==> src/rtl/mem_pkg.sv <==
// Shared definitions for the TDM memory controller and its per-core port adapters.
// Holds bus widths, slot geometry and the adapter state encoding.
package mem_pkg;

    localparam int unsigned ADDR_W  = 12;
    localparam int unsigned DATA_W  = 16;
    localparam int unsigned SLOT_W  = 3;
    localparam int unsigned N_SLOTS = 8;
    localparam int unsigned CNT_W   = 4;

    localparam logic [1:0] S_IDLE      = 2'd0;
    localparam logic [1:0] S_WAIT_SLOT = 2'd1;
    localparam logic [1:0] S_RD_WAIT   = 2'd2;
    localparam logic [1:0] S_DONE      = 2'd3;

    typedef enum logic [1:0] {
        StIdle     = S_IDLE,
        StWaitSlot = S_WAIT_SLOT,
        StRdWait   = S_RD_WAIT,
        StDone     = S_DONE
    } adapter_state_e;

endpackage

==> src/rtl/mem_port_adapter.sv <==
// Core-side adapter for one slot of the 8-slot TDM memory controller.
// Holds a single core request on the controller port until its slot comes round.
module mem_port_adapter
    import mem_pkg::*;
#(
    parameter int unsigned SLOT_ID = 0,
    parameter int unsigned RD_WAIT = 8
) (
    input  logic              clk16,
    input  logic              rst_n,
    // core side
    input  logic              req_i,
    input  logic              we_i,
    input  logic [ADDR_W-1:0] addr_i,
    input  logic [DATA_W-1:0] wdata_i,
    output logic              busy_o,
    output logic              done_o,
    output logic [DATA_W-1:0] rdata_o,
    // controller side
    input  logic [SLOT_W-1:0] slot_phase,
    output logic [ADDR_W-1:0] addr_,
    output logic              we_,
    output logic [DATA_W-1:0] dataIN_,
    input  logic [DATA_W-1:0] dataOUT_
);

    if (SLOT_ID >= N_SLOTS) begin : gen_bad_slot_id
        $error("mem_port_adapter: SLOT_ID must be 0..7");
    end
    if (RD_WAIT == 0 || RD_WAIT >= (1 << CNT_W)) begin : gen_bad_rd_wait
        $error("mem_port_adapter: RD_WAIT must be 1..15");
    end

    localparam logic [SLOT_W-1:0] SlotIdL  = SLOT_W'(SLOT_ID);
    localparam logic [CNT_W-1:0]  RdWaitM1 = CNT_W'(RD_WAIT - 1);

    adapter_state_e    state_q, state_d;
    logic [ADDR_W-1:0] addr_q, addr_d;
    logic              we_q, we_d;
    logic [DATA_W-1:0] din_q, din_d;
    logic [DATA_W-1:0] rdata_q, rdata_d;
    logic [CNT_W-1:0]  cnt_q, cnt_d;
    logic              slot_hit;

    assign slot_hit = (slot_phase == SlotIdL);

    always_comb begin
        state_d = state_q;
        addr_d  = addr_q;
        we_d    = we_q;
        din_d   = din_q;
        rdata_d = rdata_q;
        cnt_d   = cnt_q;
        unique case (state_q)
            StIdle: begin
                if (req_i) begin
                    addr_d  = addr_i;
                    we_d    = we_i;
                    din_d   = wdata_i;
                    state_d = StWaitSlot;
                end
            end
            // Only reachable one edge after the latch, so a latch on our own
            // slot edge waits a full round before issuing.
            StWaitSlot: begin
                if (slot_hit) begin
                    if (we_q) begin
                        we_d    = 1'b0;
                        state_d = StDone;
                    end else begin
                        cnt_d   = RdWaitM1;
                        state_d = StRdWait;
                    end
                end
            end
            StRdWait: begin
                if (cnt_q == '0) begin
                    rdata_d = dataOUT_;
                    state_d = StDone;
                end else begin
                    cnt_d = cnt_q - CNT_W'(1);
                end
            end
            StDone: begin
                state_d = StIdle;
            end
            default: begin
                state_d = StIdle;
            end
        endcase
    end

    always_ff @(posedge clk16 or negedge rst_n) begin
        if (!rst_n) begin
            state_q <= StIdle;
            addr_q  <= '0;
            we_q    <= 1'b0;
            din_q   <= '0;
            rdata_q <= '0;
            cnt_q   <= '0;
        end else begin
            state_q <= state_d;
            addr_q  <= addr_d;
            we_q    <= we_d;
            din_q   <= din_d;
            rdata_q <= rdata_d;
            cnt_q   <= cnt_d;
        end
    end

    // Status outputs are decoded straight from the state register.
    assign busy_o  = (state_q == StWaitSlot) || (state_q == StRdWait);
    assign done_o  = (state_q == StDone);
    assign rdata_o = rdata_q;
    assign addr_   = addr_q;
    assign we_     = we_q;
    assign dataIN_ = din_q;

endmodule

==> config.mk <==
export PLATFORM = sky130hd
export DESIGN_NAME = mem_port_adapter
export DESIGN_NICKNAME = d
export VERILOG_FILES = /design/src/rtl/mem_pkg.sv /design/src/rtl/mem_port_adapter.sv
export SDC_FILE = /design/constraint.sdc
export NUM_CORES = 1
export LEC_CHECK = 0
export ABC_AREA = 1
export ABC_CLOCK_PERIOD_IN_PS = 2000
export CAP_MARGIN = 20
export CORE_ASPECT_RATIO = 0.6
export CORE_MARGIN = 1
export CORE_UTILIZATION = 41
export CTS_CLUSTER_SIZE = 8
export DETAILED_ROUTE_END_ITERATION = 8
export GPL_TIMING_DRIVEN = 0
export PLACE_DENSITY = 0.84
export SLEW_MARGIN = 20
export SYNTH_ARGS = -nofsm -noshare
export SYNTH_HDL_FRONTEND = slang
export SYNTH_SLANG_ARGS = --single-unit
==> constraint.sdc <==
create_clock -name clk16 -period 2 [get_ports clk16]
set_clock_uncertainty 0.05 [all_clocks]
set_input_delay 0.4 -clock clk16 [delete_from_list [all_inputs] [get_ports clk16]]
set_output_delay 0.4 -clock clk16 [all_outputs]
set_load 0.05 [all_outputs]
# Yosys cells after proc, flatten, opt, wreduce, memory -nomap -nowiden
# Cells that the tools add are included.
[totals]
regBits = 51
inputBits = 51
output_inout_bits = 47
wordCells = 38
[op_classes]
add_sub_neg = 1
eq_ne = 8
muxes = 12
reduce_logical = 11
[op_table]
columns = ["cell", "count"]
rows = [
  ["4-bit 2-to-1 mux", 3],
  ["2-bit != test (second input constant)", 5],
  ["2-bit one-hot mux with 4 select lines", 1],
  ["4-bit one-hot mux with 2 select lines", 1],
  ["2-bit 2-to-1 mux", 3],
  ["3-bit AND reduction", 2],
  ["2-bit == test (second input constant)", 2],
  ["4-bit zero test", 1],
  ["2-bit AND reduction", 2],
  ["4-bit AND reduction", 1],
  ["2-bit nonzero test", 2],
  ["4-bit by 1-bit subtractor with 4-bit output (second input constant)", 1],
  ["3-bit zero test", 1],
  ["1-bit 2-to-1 mux", 3],
  ["2-bit by 1-bit == test with 1-bit output (second input constant)", 1],
  ["2-bit zero test", 1],
  ["1-bit one-hot mux with 2 select lines", 1],
  ["1-bit logical OR", 1],
]

# Longest topological paths before layout
# Gate-level depths: netlist of run 1.
[logic_depth]
word_depth = 3
depth_mapped = 8
mapped_depth_nobuf = 8

# Worst setup path after synthesis of run 1
# Ideal clock, no wire load.
[synth_path]
path_type = "register to register"
startpoint = "register state_q[0]"
endpoint = "register addr_q[0], in the netlist addr_[0]"
setup_ps = 125
t_arrival_ps = 1352
t_required_ps = 1825
path_slack_ps = 474
path_stages_with_launch = 7
n_path_buf = 2
synth_period_minus_slack_ps = 1526
cell_sequence = "dfrtp_1 > inv_1 > ha_1 > nand2_1 > buf_6 > buf_6 > mux2_2"
[synth_via]
elab_chain_cells = 2
[synth_lines]
columns = ["item", "line", "text"]
rows = [
  ["from (decl)", "mem_port_adapter.sv:37", "adapter_state_e state_q, state_d;"],
  ["from (signal assigned)", "mem_port_adapter.sv:95", "state_q <= StIdle;"],
  ["from (signal assigned)", "mem_port_adapter.sv:102", "state_q <= state_d;"],
  ["2-bit zero test", "mem_port_adapter.sv:54", "unique case (state_q)"],
  ["2-bit AND reduction (no source line)", "-", ""],
  ["to (signal assigned)", "mem_port_adapter.sv:103", "addr_q <= addr_d;"],
  ["to (decl)", "mem_port_adapter.sv:38", "logic [ADDR_W-1:0] addr_q, addr_d;"],
]
# Every way passes these cells.
# A chain may end at the register's enable or synchronous reset.

# Final worst setup path of run 1
[layout_path]
startpoint = "register rdata_q[15], in the netlist rdata_o[15]"
endpoint = "output port rdata_o[15]"
[layout_rtl]
columns = ["item", "line", "text"]
rows = [
  ["from (decl)", "mem_port_adapter.sv:41", "logic [DATA_W-1:0] rdata_q, rdata_d;"],
  ["from (signal assigned)", "mem_port_adapter.sv:106", "rdata_q <= rdata_d;"],
  ["to (decl)", "mem_port_adapter.sv:18", "output logic [DATA_W-1:0] rdata_o,"],
]
# No word-level cell between the ends.

==> impl_metrics.py, run 1 <==
metrics = {
    "sta": {
        "finalMaxSlewViolations": 0,
        "rsz0062_at_grt": "false",
        "setup_slack_ns": 0.0650,
        "finalHoldViolations": 0,
        "fmax_ghz": 0.517,
        "setup_viol_count_final": 0,
        "min_period_ns": 1.94,
        "min_period_over_period_pct": 96.8,
        "relSlewSlack_pct": 57.8,
        "worst_pin_slew_ns": 0.634,
    },
    "clock_network": {
        "cts_made_buffers": 5,
        "clock_latency_ns": 0.29,
        "tritoncts": "yes",
        "clkSlewWorstSetupHoldPaths_ns": 0.09,
        "cts-root-buf": "clkbuf_8",
        "cts_buffer_depth": 2,
        "cts_max_level": 2,
        "cts_setup_buffers": 0,
        "hold_buffers": 0,
        "clock-sinks": 51,
    },
    "grt": {
        "antenna_found_initial": 0,
        "grt-ovfl-total": 0,
        "grt_util_all_layers_pct": 17.8,
        "grt_max_degree": 52,
        "grt_pass1_wl_um": 7490,
        "grt_pass1_vias": 1642,
    },
    "setup_path": {
        "cpPeakStageDelay_ns": 0.83,
        "crit_path_end_kind": "primary output",
        "critPathTopFamily": "buffers and inverters",
        "rr_endpoint": "rdata_o[2]",
        "startpoint_type": "flop",
        "r2r_start": "state_q[0]",
        "arrival_ns": 1.49,
        "path_class": "reg2out",
        "cp_num_buf_inv": 1,
        "cp_data_required_time_ns": 1.55,
        "crit_path_max_fanout": 2,
        "cp_slowest_cell": "clkdlybuf4s50_1",
        "crit_chain": "clkdlybuf4s50_1",
        "rrSetupSlack_ns": 0.27,
        "r2r_cells": 5,
    },
    "logic_synthesis": {
        "synthesis.area_mm2": 0.00218,
        "synth.ff_latch_count": 51,
        "yosysTopAreaCell": "dfrtp_1",
        "yosys-top-cells-area": "dfrtp_1 (58%), mux2_2 (13%), nand2_1 (5.8%)",
        "syn_area_per_cell_um2": 11.2,
        "synth.yosys.warnings": 0,
        "ys_types": 21,
        "yosysTopAreaCellShare_pct": 58.5,
        "synth-seq-area-share_pct": 58.5,
        "synthCells": 195,
        "syn_nets": 253,
    },
    "run_status": {
        "status": "finished clean",
    },
    "route": {
        "vias_per_cell": 4.64,
        "totalWireLength_um": 4710,
        "vias": 1698,
        "drtAntennaViolNets": 0,
        "drc": 0,
        "wire_per_inst_um": 12.9,
        "drtIter0Drc": 61,
        "drt-pass1-iter-count": 4,
    },
    "floorplan": {
        "die_area_mm2": 0.00563,
        "die_y_um": 58.5,
        "io_pins": 98,
        "die_w_um": 96.2,
        "row_count": 20,
        "core_mm2": 0.00508,
        "initial_utilization_pct": 43.0,
    },
    "layout": {
        "fin_nets": 357,
        "n_fill_cell": 430,
        "synthToLayoutAreaGrowth_pct": 52.2,
        "fin_util_pct": 65.4,
        "diodes": 0,
        "drive_gt1_share_pct": 15.0,
    },
    "place": {
        "place_hpwl_um": 3590,
        "gp_congestion": 0.773,
        "io_buffer_count": 97,
        "place_worst_setup_slack_ns": -0.0880,
    },
    "flow_run": {
        "cap_violations": 0,
    },
    "min_path": {
        "hp-class": "in2async",
    },
}
==> cell families (layout without fill, tap and decap cells) <==
logic type	Yosys count	after routing	synth area share (%)
adder cells (fa/ha/maj)	7	7	4.01
flip-flops	51	51	58.5
buffers and inverters	31	136	6.19
multiplexers	28	28	14.4
AO/OA/AOI/OAI	26	26	6.71
AND/OR/NAND/NOR	52	52	10.1
==> layout by cell type (no fill, tap or decap), drive strengths merged <==
cell type	instances
clkdlybuf4s50	93
dfrtp	51
nand2	36
mux2	28
inv	25
o21ai	22
nand3	9
clkbuf	8
ha	7
buf	7
nor2	5
a21oi	2
dlygate4sd2	2
or2	2
a21boi	1
o21a	1
clkinv	1
==> flip-flops by register name, summed over array words and instances (netlist names) <==
name     cells
rdata_o     16
we_          1
addr_       12
cnt_q        4
dataIN_     16
state_q      2
==> metal layers <==
layer | track usage (%) | wire length (µm)
met5 | 0 | 0
met2 | 27.6 | 2060
met4 | 4.48 | 34
met3 | 7.36 | 450
met1 | 23.3 | 2160
==> synth_stat cells <==
cell       n
mux2_2    26
or2_0      1
mux2_1     2
nand2_4    1
buf_6      2
nand3_1    9
buf_2      3
nand2_1   34
or2_2      1
o21a_1     1
o21ai_4    1
o21ai_0   21
inv_2      1
ha_1       7
inv_1     24
a21oi_1    2
clkbuf_1   1
a21boi_0   1
dfrtp_1   51
nand2_2    1
nor2_1     5
==> repair_timing <==
| item | CTS | global route |
|---|---|---|
| hold endpoints to repair | 0 | 0 |
| pin swaps | 0 | 0 |
| resized for setup | 5 | 2 |
| setup endpoints to repair | 3 | 1 |
| gates cloned | 0 | 0 |
==> worst max-delay path by stage <==
stage / cells past startpoint / slack, ns / to / start
after global placement: 1 / -1.05 / rdata_o[0] / rst_n
after CTS: 3 / 0.004 / busy_o / state_q[0]
after global routing: 1 / 0.009 / rdata_o[15] / rdata_o[15]
after floorplan: 6 / 0.47 / addr_[0] / state_q[0]
after detailed placement: 3 / -0.09 / busy_o / state_q[0]
final: 1 / 0.06 / rdata_o[15] / rdata_o[15]
==> stage by stage <==
step	hold slack [ns]	area, µm²	TNS, ns	instances
5_1_grt	0.121	3320	0	366
4_1_cts	0.0957	3330	0	366
3_3_place_gp	0.418	3240	-53.46	358
2_1_floorplan	0.0544	2180	0	195
3_5_place_dp	0.422	3230	-0.0880	358
6_report	0.0661	3320	0	366
==> layout make-up <==
class / instances / area (µm²) / share of cell area (%)
well taps: 66 / 82.6 / 2.49
inverters: 25 / 93.8 / 2.83
clock inverters: 1 / 8.76 / 0.264
flip-flops and latches: 51 / 1280 / 38.4
repair buffers: 97 / 961 / 28.9
multi-input cells: 113 / 771 / 23.2
clock buffers: 7 / 86.3 / 2.60
plain buffers: 6 / 41.3 / 1.24
Power of run 1 is left out: the tool's default activity adds up to more than one toggle a clock period on the data nets, which glitch-free logic cannot reach.
==> inputs of run 2 (changes only) <==
==> constraint.sdc (replaced) <==
create_clock -name clk16 -period 2 [get_ports clk16]
set_clock_uncertainty 0.05 [all_clocks]
set_input_delay 0.3 -clock clk16 [delete_from_list [all_inputs] [get_ports clk16]]
set_output_delay 0.3 -clock clk16 [all_outputs]
set_load 0.05 [all_outputs]
==> run 2 against run 1 <==
Against the previous run:
- final cell count increased by 0.27%
- worst setup slack better by 0.0025 ns
- sequential share of layout area fell by 0.20 points
- flip-flop and latch count stayed put
- register-to-register slack about the same
- final area is 0.53% higher
- die area unchanged
- global-route usage unchanged
- via count fell by 0.35%
- critical endpoint is now we_
- largest cell class unchanged
==> impl_metrics.py, run 2 (synthesis gave the netlist of run 1 again) <==
metrics = {
    "sta": {
        "rsz0062_at_grt": "false",
        "finalHoldViolations": 0,
        "min_period_over_period_pct": 96.6,
        "finalMaxSlewViolations": 0,
        "worst_pin_slew_ns": 0.636,
        "fmax_ghz": 0.517,
        "relSlewSlack_pct": 57.6,
        "setup_viol_count_final": 0,
        "min_period_ns": 1.93,
    },
    "grt": {
        "grt_pass1_vias": 1642,
        "antenna_found_initial": 0,
        "grt-ovfl-total": 0,
        "grt_pass1_wl_um": 7490,
        "grt_util_all_layers_pct": 17.8,
        "grt_max_degree": 52,
    },
    "setup_path": {
        "cp_num_buf_inv": 1,
        "crit_path_max_fanout": 4,
        "crit_path_end_kind": "primary output",
        "crit_chain": "clkdlybuf4s50_1",
        "critPathTopFamily": "buffers and inverters",
        "arrival_ns": 1.58,
        "cpPeakStageDelay_ns": 0.84,
        "cp_slowest_cell": "clkdlybuf4s50_1",
        "startpoint_type": "flop",
        "cp_data_required_time_ns": 1.65,
        "path_class": "reg2out",
    },
    "clock_network": {
        "tritoncts": "yes",
        "clkSlewWorstSetupHoldPaths_ns": 0.09,
        "cts_max_level": 2,
        "cts-root-buf": "clkbuf_8",
        "cts_buffer_depth": 2,
        "clock_latency_ns": 0.29,
        "clock-sinks": 51,
        "cts_made_buffers": 5,
    },
    "flow_run": {
        "cap_violations": 0,
    },
    "route": {
        "drtAntennaViolNets": 0,
        "totalWireLength_um": 4720,
        "wire_per_inst_um": 12.9,
        "drt-pass1-iter-count": 4,
        "vias_per_cell": 4.61,
        "vias": 1692,
        "drtIter0Drc": 61,
        "drc": 0,
    },
    "layout": {
        "n_fill_cell": 427,
        "synthToLayoutAreaGrowth_pct": 53.0,
        "drive_gt1_share_pct": 15.0,
        "final_area_mm2": 0.00334,
        "diodes": 0,
        "final_cell_mix": "clkdlybuf4s50_1 (94), dfrtp_1 (51), nand2_1 (34)",
        "final_common_cell": "clkdlybuf4s50_1",
        "fin_nets": 358,
    },
    "floorplan": {
        "core_mm2": 0.00508,
        "row_count": 20,
        "initial_utilization_pct": 43.0,
        "die_w_um": 96.2,
        "die_area_mm2": 0.00563,
        "io_pins": 98,
        "die_y_um": 58.5,
    },
    "place": {
        "io_buffer_count": 97,
        "place_hpwl_um": 3590,
        "placed_area_mm2": 0.00323,
        "gp_congestion": 0.773,
    },
    "min_path": {
        "hp-class": "reg2reg",
    },
    "run_status": {
        "status": "finished clean",
    },
}
[run 2: cell count changes in the layout (fill, tap and decap cells not counted), sizes merged]
cell / change
clkdlybuf4s15: +1
dlygate4sd3: +1
clkdlybuf4s50: +1
buf: -1
dlygate4sd2: -1
[run 2: worst paths after layout]
kind	cells past startpoint	slack [ns]	endpoint	start
max	1	0.07	we_	we_
min reg2reg	2	0.44	rdata_o[0]	rdata_o[0]
min in group asynchronous	2	0.51	state_q[1]	rst_n
max reg2reg	5	0.28	rdata_o[2]	state_q[0]
max in group asynchronous	2	0.96	we_	rst_n
min	2	0.44	rdata_o[0]	rdata_o[0]
[run 2: metal layers]
metal | share of wire [%] | wire length [µm] | track usage [%]
met1 | 46 | 2190 | 23.3
met5 | 0 | 0 | 0
met3 | 9.2 | 436 | 7.36
met2 | 44 | 2060 | 27.6
met4 | 0.72 | 34 | 4.48
[run 2: stage by stage]
stage	std cells	utilization (%)	setup slack, ns	hold slack, ns	TNS (ns)
final	367	65.7	0.0674	0.441	0
after global routing	367	65.7	0.0117	0.480	0
after CTS	367	65.7	0.0503	0.445	0
after detailed placement	358	63.6	0.0120	0.322	0
after global placement	358	63.7	-0.950	0.418	-48.30
after floorplan	195	-	0.474	-0.0456	0
[run 2: layout make-up]
cell class,count,area (µm²),share of cell area [%]
clock inverter,1,8.76,0.262
buffer,6,41.3,1.24
timing repair buffer,98,978,29.3
tap,66,82.6,2.47
multi-input combinational,113,771,23.1
inverter,25,93.8,2.81
clock buffer,7,86.3,2.59
sequential,51,1280,38.2
[run 2: repair_timing]
action | CTS | global route
resized for setup | 4 | 0
endpoints found under the hold margin | 49 | 0
hold buffers | 1 | 0
setup buffers | 0 | 0
setup endpoints to repair | 2 | 0
Power of run 2 is left out for the same reason.
